**src/rtl/cv32e40p_ft_pkg.sv**
```systemverilog
`default_nettype none
// ============================================================================
// Module      : cv32e40p_ft_pkg
// Description : Shared types and constants for the cv32e40p fault-tolerant
//               redundancy manager (mode / replica-state encodings, stats width).
// Revision    : 1.0 - initial release
// ============================================================================
package cv32e40p_ft_pkg;

    typedef enum logic [1:0] {
        FT_NORMAL   = 2'd0,
        FT_DEGRADED = 2'd1,
        FT_SIMPLEX  = 2'd2,
        FT_FAILED   = 2'd3
    } ft_mode_e;

    typedef enum logic [1:0] {
        REP_HEALTHY = 2'd0,
        REP_SUSPECT = 2'd1,
        REP_BROKEN  = 2'd2
    } ft_rep_state_e;

    localparam int unsigned FT_STATS_W = 16;

    // Map a count of healthy replicas onto the system operating mode.
    function automatic ft_mode_e ft_mode_from_count(input int unsigned healthy,
                                                    input int unsigned num_rep);
        ft_mode_e m;
        if (healthy >= num_rep) begin
            m = FT_NORMAL;
        end else if (healthy >= 2) begin
            m = FT_DEGRADED;
        end else if (healthy == 1) begin
            m = FT_SIMPLEX;
        end else begin
            m = FT_FAILED;
        end
        return m;
    endfunction

endpackage
`default_nettype wire

```
**src/rtl/cv32e40p_ft_majority_vote.sv**
```systemverilog
`default_nettype none
// ============================================================================
// Module      : cv32e40p_ft_majority_vote
// Description : Combinational majority voter over the healthy subset of
//               NUM_REP replica words. Winner is the lowest-index healthy
//               replica whose value is shared by a strict majority of the
//               healthy set. Also reports which healthy replicas disagree.
// Revision    : 1.0 - initial release
// ============================================================================
module cv32e40p_ft_majority_vote #(
    parameter int unsigned NUM_REP = 3,
    parameter int unsigned DATA_W  = 32,
    localparam int unsigned H_W    = $clog2(NUM_REP + 1)
) (
    input  logic [NUM_REP-1:0][DATA_W-1:0] data_i,
    input  logic [NUM_REP-1:0]             healthy_i,
    output logic                           winner_valid_o,
    output logic [DATA_W-1:0]              winner_data_o,
    output logic [NUM_REP-1:0]             mismatch_o,
    output logic [H_W-1:0]                 num_healthy_o
);

    logic [H_W-1:0] w_votes;

    // Count the healthy set, then pick the first replica holding a strict majority.
    always_comb begin
        num_healthy_o  = '0;
        winner_valid_o = 1'b0;
        winner_data_o  = '0;
        w_votes        = '0;
        for (int i = 0; i < NUM_REP; i++) begin
            if (healthy_i[i]) begin
                num_healthy_o = num_healthy_o + H_W'(1);
            end
        end
        for (int i = 0; i < NUM_REP; i++) begin
            w_votes = '0;
            for (int j = 0; j < NUM_REP; j++) begin
                if (healthy_i[j] && (data_i[j] == data_i[i])) begin
                    w_votes = w_votes + H_W'(1);
                end
            end
            if (!winner_valid_o && healthy_i[i] &&
                ({w_votes, 1'b0} > {1'b0, num_healthy_o})) begin
                winner_valid_o = 1'b1;
                winner_data_o  = data_i[i];
            end
        end
    end

    // Healthy replicas that disagree with the winner (meaningless without one).
    always_comb begin
        mismatch_o = '0;
        for (int i = 0; i < NUM_REP; i++) begin
            mismatch_o[i] = healthy_i[i] && winner_valid_o && (data_i[i] != winner_data_o);
        end
    end

endmodule
`default_nettype wire

```
**src/rtl/cv32e40p_ft_redundancy_manager.sv**
```systemverilog
`default_nettype none
// ============================================================================
// Module      : cv32e40p_ft_redundancy_manager
// Description : N-way modular-redundancy voter with per-replica leaky mismatch
//               counters, replica retirement and operating-mode reporting.
//               Optional build macro CV32E40P_FT_VOTE_STATS_EN enables the
//               saturating no-majority event counter on vote_err_cnt_o.
// Revision    : 1.0 - initial release
// ============================================================================
module cv32e40p_ft_redundancy_manager
    import cv32e40p_ft_pkg::*;
#(
    parameter int unsigned NUM_REP    = 3,
    parameter int unsigned DATA_W     = 32,
    parameter int unsigned ERR_THRESH = 3,
    parameter int unsigned CNT_W      = 3
) (
    input  logic                           clk,
    input  logic                           rst,
    input  logic                           valid_i,
    input  logic [NUM_REP-1:0][DATA_W-1:0] data_i,
    input  logic [NUM_REP-1:0]             set_broken_i,
    input  logic                           clear_i,
    output logic                           valid_o,
    output logic [DATA_W-1:0]              data_o,
    output logic                           err_o,
    output logic [NUM_REP-1:0]             is_broken_o,
    output logic [1:0]                     mode_o,
    output logic [FT_STATS_W-1:0]          vote_err_cnt_o
);

    localparam int unsigned      H_W      = $clog2(NUM_REP + 1);
    localparam logic [CNT_W-1:0] C_CNTMAX = '1;
    localparam logic [CNT_W-1:0] C_THRESH = CNT_W'(ERR_THRESH);

    logic [NUM_REP-1:0]             healthy;
    logic [NUM_REP-1:0]             broken_d;
    logic [NUM_REP-1:0]             mismatch;
    logic                           win_valid;
    logic [DATA_W-1:0]              win_data;
    logic [H_W-1:0]                 num_healthy;
    logic [H_W-1:0]                 num_healthy_d;
    logic                           cnt_upd;

    ft_rep_state_e [NUM_REP-1:0]    rep_state_q, rep_state_d;
    logic [NUM_REP-1:0][CNT_W-1:0]  cnt_q, cnt_d;
    ft_mode_e                       mode_q, mode_d;
    logic                           valid_q, err_q;
    logic [DATA_W-1:0]              data_q;

    generate
        for (genvar k = 0; k < NUM_REP; k++) begin : g_flags
            assign healthy[k]  = (rep_state_q[k] != REP_BROKEN);
            assign broken_d[k] = (rep_state_d[k] == REP_BROKEN);
        end
    endgenerate

    cv32e40p_ft_majority_vote #(
        .NUM_REP (NUM_REP),
        .DATA_W  (DATA_W)
    ) u_vote (
        .data_i         (data_i),
        .healthy_i      (healthy),
        .winner_valid_o (win_valid),
        .winner_data_o  (win_data),
        .mismatch_o     (mismatch),
        .num_healthy_o  (num_healthy)
    );

    // Counters only learn from cycles where a genuine comparison was possible.
    assign cnt_upd = valid_i && win_valid && (num_healthy >= H_W'(2));

    // Per-replica leaky counter and HEALTHY/SUSPECT/BROKEN next state.
    always_comb begin
        cnt_d       = cnt_q;
        rep_state_d = rep_state_q;
        for (int k = 0; k < NUM_REP; k++) begin
            if (clear_i) begin
                // A same-cycle force beats the clear.
                cnt_d[k]       = '0;
                rep_state_d[k] = set_broken_i[k] ? REP_BROKEN : REP_HEALTHY;
            end else if (rep_state_q[k] != REP_BROKEN) begin
                if (cnt_upd) begin
                    if (mismatch[k]) begin
                        if (cnt_q[k] != C_CNTMAX) begin
                            cnt_d[k] = cnt_q[k] + CNT_W'(1);
                        end
                    end else if (cnt_q[k] != '0) begin
                        cnt_d[k] = cnt_q[k] - CNT_W'(1);
                    end
                end
                if (set_broken_i[k] || (cnt_upd && mismatch[k] && (cnt_d[k] >= C_THRESH))) begin
                    rep_state_d[k] = REP_BROKEN;
                end else if (cnt_d[k] == '0) begin
                    rep_state_d[k] = REP_HEALTHY;
                end else begin
                    rep_state_d[k] = REP_SUSPECT;
                end
            end
        end
    end

    // Operating mode follows the healthy count the flags will hold next cycle.
    always_comb begin
        num_healthy_d = '0;
        for (int k = 0; k < NUM_REP; k++) begin
            if (!broken_d[k]) begin
                num_healthy_d = num_healthy_d + H_W'(1);
            end
        end
        mode_d = ft_mode_from_count(32'(num_healthy_d), NUM_REP);
    end

    // Replica health and mode registers.
    always_ff @(posedge clk) begin
        if (rst) begin
            for (int k = 0; k < NUM_REP; k++) begin
                rep_state_q[k] <= REP_HEALTHY;
            end
            cnt_q  <= '0;
            mode_q <= FT_NORMAL;
        end else begin
            rep_state_q <= rep_state_d;
            cnt_q       <= cnt_d;
            mode_q      <= mode_d;
        end
    end

    // Voted output stage; data holds across invalid and no-majority cycles.
    always_ff @(posedge clk) begin
        if (rst) begin
            valid_q <= 1'b0;
            err_q   <= 1'b0;
            data_q  <= '0;
        end else begin
            valid_q <= valid_i;
            if (valid_i) begin
                err_q <= !win_valid;
                if (win_valid) begin
                    data_q <= win_data;
                end
            end
        end
    end

`ifdef CV32E40P_FT_VOTE_STATS_EN
    logic [FT_STATS_W-1:0] stats_q;

    // Saturating count of valid cycles without a majority.
    always_ff @(posedge clk) begin
        if (rst || clear_i) begin
            stats_q <= '0;
        end else if (valid_i && !win_valid && (stats_q != '1)) begin
            stats_q <= stats_q + FT_STATS_W'(1);
        end
    end

    assign vote_err_cnt_o = stats_q;
`else
    assign vote_err_cnt_o = '0;
`endif

    assign valid_o     = valid_q;
    assign data_o      = data_q;
    assign err_o       = err_q;
    assign is_broken_o = ~healthy;
    assign mode_o      = mode_q;

endmodule
`default_nettype wire

```
**config.mk**
```make
export PLATFORM = sky130hd
export DESIGN_NAME = cv32e40p_ft_redundancy_manager
export DESIGN_NICKNAME = d
export VERILOG_FILES = /design/src/rtl/cv32e40p_ft_pkg.sv /design/src/rtl/cv32e40p_ft_majority_vote.sv /design/src/rtl/cv32e40p_ft_redundancy_manager.sv
export SDC_FILE = /design/constraint.sdc
export NUM_CORES = 1
export LEC_CHECK = 0
export ABC_AREA = 0
export CAP_MARGIN = 20
export CORE_MARGIN = 5
export CORE_UTILIZATION = 30
export DETAILED_ROUTE_END_ITERATION = 8
export HOLD_SLACK_MARGIN = 0.05
export PLACE_DENSITY_LB_ADDON = 0.25
export SETUP_SLACK_MARGIN = 0.1
export SKIP_CTS_REPAIR_TIMING = 1
export SLEW_MARGIN = 10
export SYNTH_ARGS = -nofsm -noshare
export SYNTH_HDL_FRONTEND = slang
export SYNTH_HIERARCHICAL = 1
export SYNTH_SLANG_ARGS = --single-unit
export TNS_END_PERCENT = 1
```
**constraint.sdc**
```tcl
create_clock -name clk -period 12.6 [get_ports clk]
set_input_delay 2.52 -clock clk [delete_from_list [all_inputs] [get_ports clk]]
set_output_delay 2.52 -clock clk [all_outputs]
set_load 0.01 [all_outputs]
```
==> metrics, run 1 <==
max cap viols=0; die span in y=167.7 um; Hold Path Class=reg -> reg; PortBufs=141; Worst Reg2Reg Path Length in Cells=21; DR vias/cell=6.053; outcome=completed; syn_area_per_cell=6.829 um^2; drt pass-1 iters=6; slowest stage delay, CP=0.74 ns; Lkg Pwr=3.226 nW; Tcrit/Tclk final=78.93%; Placed Area=8843 um^2; core area=24390 um^2; post-route cell area=8989 um^2; FMAX=0.1005 GHz; FILL cells=2682; multi-input logic area=5615 um^2; initial DRC count=1137; family with the most delay on the worst path=simple AND/OR/NAND/NOR gates; FF-to-FF End=mode_o[1]; Critical Path Fanout Max=29; GRT Resource Usage Total=25.57%; total of warnings raised by yosys=6; clock sinks=51; H-Tree Depth=2; Post-route DRC=0; CP max stage cell=or4_1; VDD IR max=0.00005757 V; WL final=38270 um; WHS=0.4515 ns; Mapped Cells=1092; Final setup viols=0; GPL Wtd Cong=1.022; Post-Route Utilization=36.85%; hold path cells=2; Setup WS pre-CTS=2.548 ns; Startpoint Class=input pin; register area=1021 um^2; setup_tns=0 ns; routed via count=8910; Cell Rows=57; Clock transition at path regs=0.07 ns; worst skew pair latency=0.30 ns; CTS tree=built; RSZ-0062 raised after global routing=no; CP Class=in -> reg; vias in the first global route=8381; grt ovf=0; TritonCTS Buffers=5; layout cells sized above 1=4.181%; I/O Pins=158; start of the worst register-to-register path=rep_state_q[2]; Max-slew headroom=30.60%; CP required=12.78 ns; Worst Skew=0.009041 ns; ANT nets after route=0; hold_sp=data_o[15]; die width=167.7 um; final worst path period need=9.945 ns; worst slew pin tran=1.032 ns; first-pass GRT wire length=55470 um; critical path arrival=10.12 ns; # nets final=1275; wire per inst=26.00 um; Initial Util=30.57%; CTS root buf=clkbuf_16; post-DP HPWL=29730 um; hold endpoint=data_o[15]; area of the mapped netlist=7457 um^2; area growth from synthesis to layout=20.54%; flop2flop setup slack=6.20 ns; power per cell area=67.68 nW/um^2; Final Hold Fails=0; antenna cells=0; initial antenna violation count=0; die area=28110 um^2; setup ws final=2.655 ns; Slew Viols, Final=0; pin count of the biggest net entering global routing=61; buffer and inverter count on the worst path=4; Clock Path Buffers=2; critical path's most frequent cell=ha_1; CP endpoint kind=flop
-- cell type report --
cell class	count	share of cell area (%)
multi-input combinational	860	62.47
timing repair buffer	155	16.95
tap	324	4.510
inverter	74	3.090
clock inverter	3	0.2227
clock buffer	5	1.392
sequential	51	11.36
-- routing by layer --
| metal | GRT usage, % | vias up | wire length (um) |
|---|---|---|---|
| met5 | 0 | - | 0 |
| li1 | - | 3958 | - |
| met1 | 34.45 | 4241 | 16040 |
| met4 | 10.27 | 0 | 1816 |
| met3 | 5.281 | 106 | 3751 |
| met2 | 39.94 | 605 | 16660 |
-- state kept, by name, indices dropped and copies added, names as in the netlist --
signal       count
mode_o           2
valid_o          1
err_o            1
rep_state_q      6
cnt_q            9
data_o          32
-- worst max path at each step --
stage | to | cells past startpoint | from | slack [ns]
after CTS | mode_o[1] | 25 | data_i[5] | 2.84
final | mode_o[1] | 25 | data_i[5] | 2.65
after detailed placement | mode_o[1] | 25 | data_i[5] | 2.55
after global placement | mode_o[1] | 25 | data_i[5] | 2.57
after global routing | mode_o[1] | 25 | data_i[5] | 2.37
after floorplan | mode_o[1] | 27 | data_i[68] | 4.61
-- power breakdown --
group / total [mW] / switching (mW) / internal (mW) / leakage (nW)
sequential: 0.168 / 0.00228 / 0.166 / 0.413
combinational: 0.304 / 0.194 / 0.109 / 2.75
clock: 0.137 / 0.0635 / 0.0734 / 0.0658
-- worst register-to-register path: cells and delay by family (launching register included) --
| kind | cells | cell delay, ns |
|---|---|---|
| adder cells (fa/ha/maj) | 3 | 0.71 |
| flip-flops | 1 | 0.31 |
| buffers and inverters | 4 | 0.79 |
| AND/OR/NAND/NOR | 4 | 1.16 |
| AO/OA/AOI/OAI | 9 | 3.11 |
| XOR/XNOR | 1 | 0.20 |
-- layout by cell type, fill, tap and decap left out, types with 8 or more instances in the layout --
cell type / count
a211oi_1: 12
a21boi_0: 11
a21oi_1: 89
a221oi_1: 13
a22oi_1: 12
a31oi_1: 26
and3_1: 8
buf_4: 13
clkdlybuf4s50_1: 141
conb_1: 16
dfxtp_1: 51
ha_1: 25
inv_1: 74
mux2i_1: 9
nand2_1: 132
nand2b_1: 22
nand3_1: 37
nand4_1: 28
nor2_1: 67
nor2b_1: 21
nor3_1: 21
nor4_1: 17
o2111ai_1: 8
o21a_1: 8
o21ai_0: 21
o22ai_1: 11
xnor2_1: 69
xor2_1: 47
-- through the flow --
| step | total power, mW | instances |
|---|---|---|
| 2_1_floorplan | 0.3483 | 1107 |
| 3_3_place_gp | 0.4671 | 1463 |
| 3_5_place_dp | 0.4647 | 1464 |
| 4_1_cts | 0.6037 | 1472 |
| 5_1_grt | 0.6333 | 1472 |
| 6_report | 0.6083 | 1472 |
Note: power is estimated with default switching activity, not from simulation.
==> run 2: changes to the inputs <==
==> constraint.sdc (replaced) <==
create_clock -name clk -period 9.45 [get_ports clk]
set_input_delay 1.89 -clock clk [delete_from_list [all_inputs] [get_ports clk]]
set_output_delay 1.89 -clock clk [all_outputs]
set_load 0.01 [all_outputs]
==> run 2 against run 1 <==
  * Critical path depth shrank 3
  * Highest routed layer unchanged
  * Clock skew is essentially flat
  * Clock-buffer cell count grew 2
  * Clock power grew 44%
  * Final cell count grew 5.0%
  * Cell area grew 6.5%
  * Non-clock buffer count grew 74
  * Largest power group unchanged
  * Combinational power grew 42%
==> metrics, run 2 (same netlist as run 1, synthesis figures left out) <==
CTS tree=built; GRT busiest layer=met2; Worst Setup SP=data_i[38]; buffer and inverter count on the worst path=3; drt pass-1 iters=6; Worst Skew=0.009125 ns; critical path arrival=8.87 ns; final worst path period need=8.680 ns; Clock transition at path regs=0.07 ns; Critical Path Fanout Max=8; worst skew pair latency=0.30 ns; die span in y=167.7 um; clock sinks=51; area growth from synthesis to layout=28.42%; Cell Rows=57; CP max stage cell=or4_1; antenna cells=0; core area=24390 um^2; RSZ-0062 raised after global routing=no; power per cell area=89.05 nW/um^2; Hold Path Class=reg -> reg; max cap viols=0; GRT Resource Usage Total=25.68%; layout cells sized above 1=9.984%; Lkg Pwr=3.604 nW; CP endpoint kind=flop; Worst Reg2Reg Path Length in Cells=20; PortBufs=141; commonest non-fill, non-tap cell in the layout=clkdlybuf4s50_1; CP Cell Sequence=clkdlybuf4s50_1, xnor2_1, nand4_1, or4_1, nor3_2, buf_4, xor2_1, ha_1, a21boi_0, o21a_1, nand2_1, nor4_1, nor2_1, a311oi_1, a21oi_1, a211oi_1, a31oi_1, a31o_2, a21oi_1, inv_1, ha_1, o311a_1; pin count of the biggest net entering global routing=40; family with the most delay on the worst path=compound AO/OA/AOI/OAI gates; first-pass GRT wire length=55860 um; Final Hold Fails=0; Final Total Pwr=852.8 uW; VDD IR max=0.00006823 V; CP required=9.64 ns; Max-slew headroom=38.85%; I/O Pins=158; # nets final=1349; GPL Wtd Cong=1.076; setup_tns=0 ns; Slew Viols, Final=0; routed via count=9059; Post-Layout Cell Count=1546; CP Class=in -> reg; post-DP HPWL=30430 um; worst slew pin tran=0.9088 ns; met2 Use GR=39.31%; TritonCTS Buffers=5; Initial Util=30.57%; Post-route DRC=0; placed insts=1538; Startpoint Class=input pin; ANT nets after route=0; start of the worst register-to-register path=rep_state_q[2]; Final setup viols=0; CTS root buf=clkbuf_16; Clock Path Buffers=2; flop2flop setup slack=3.30 ns; initial DRC count=1264; most frequent cells in the layout=141 x clkdlybuf4s50_1, 132 x nand2_1, 89 x a21oi_1, 86 x buf_4, 74 x inv_1; Largest register FFs=32; wire per inst=24.65 um; H-Tree Depth=2; vias in the first global route=8635; met3 Use GR=7.096%; die area=28110 um^2; grt ovf=0; GRT met1 Usage=34.05%; FMAX=0.1152 GHz; die width=167.7 um; WL final=38100 um; critical path depth=22; FF-to-FF End=mode_o[1]; Worst Setup EP=mode_o[1]; Tcrit/Tclk final=91.85%; outcome=completed; slowest stage delay, CP=0.84 ns; DR vias/cell=5.860; initial antenna violation count=0
[run 2: cell count changes in the layout (fill, tap and decap cells not counted), sizes merged]
cell      change
clkbuf        +2
clkinv        -1
clkinvlp      -1
buf          +74
[run 2: worst min path at each step]
stage	start	end	cells past startpoint
after global routing	data_o[11]	data_o[11]	2
after CTS	data_o[4]	data_o[4]	2
after global placement	data_o[10]	data_o[10]	2
after detailed placement	data_o[4]	data_o[4]	2
after floorplan	data_o[0]	data_o[0]	2
final	data_o[16]	data_o[16]	2
[run 2: area by class of cell]
cell class / instances / area [um^2]
Clock buffer: 7 / 152.6
Clock inverter: 1 / 7.507
Fill cell: 2622 / 14810
Inverter: 74 / 277.8
Multi-Input combinational cell: 860 / 5615
Sequential cell: 51 / 1021
Tap cell: 324 / 405.4
Timing Repair Buffer: 229 / 2097
[run 2: worst min-delay path, delay by kind of cell (launching register included)]
family,cells,cell delay (ns)
DFF,1,0.31
and+or+nand+nor,1,0.05
AOI/OAI and AO/OA,1,0.05
[run 2: through the flow]
stage                     worst slack (ns)  util (%)  cell area [um^2]  hold slack (ns)
after CTS                            1.069     39.26              9577           0.4581
after floorplan                      2.092         -              7513           0.4805
after global routing                0.6357     39.26              9577           0.4757
after global placement              0.7649     38.61              9417           0.4460
after detailed placement            0.8259     38.61              9417           0.4480
final                               0.7704     39.26              9577           0.4535
[run 2: layer usage]
metal,wire length [um],vias up
met5,0,-
met4,2080,0
met3,4367,128
met2,15960,628
met1,15700,4188
li1,-,4115
[run 2: report_power, final]
| group | switching, mW | internal [mW] | total, mW |
|---|---|---|---|
| registers | 0.00295 | 0.221 | 0.224 |
| logic | 0.263 | 0.169 | 0.432 |
| clock network | 0.0839 | 0.113 | 0.197 |
| total | 0.350 | 0.503 | 0.853 |
==> run 3: changes to the inputs <==
--- a/config.mk
+++ b/config.mk
@@ -9,6 +9,7 @@
 export CAP_MARGIN = 20
 export CORE_MARGIN = 5
 export CORE_UTILIZATION = 30
+export CTS_CLUSTER_DIAMETER = 100
 export DETAILED_ROUTE_END_ITERATION = 8
 export HOLD_SLACK_MARGIN = 0.05
 export PLACE_DENSITY_LB_ADDON = 0.25
==> results of run 3 <==
Final layout, timing and power as in run 2 (identical DEF).
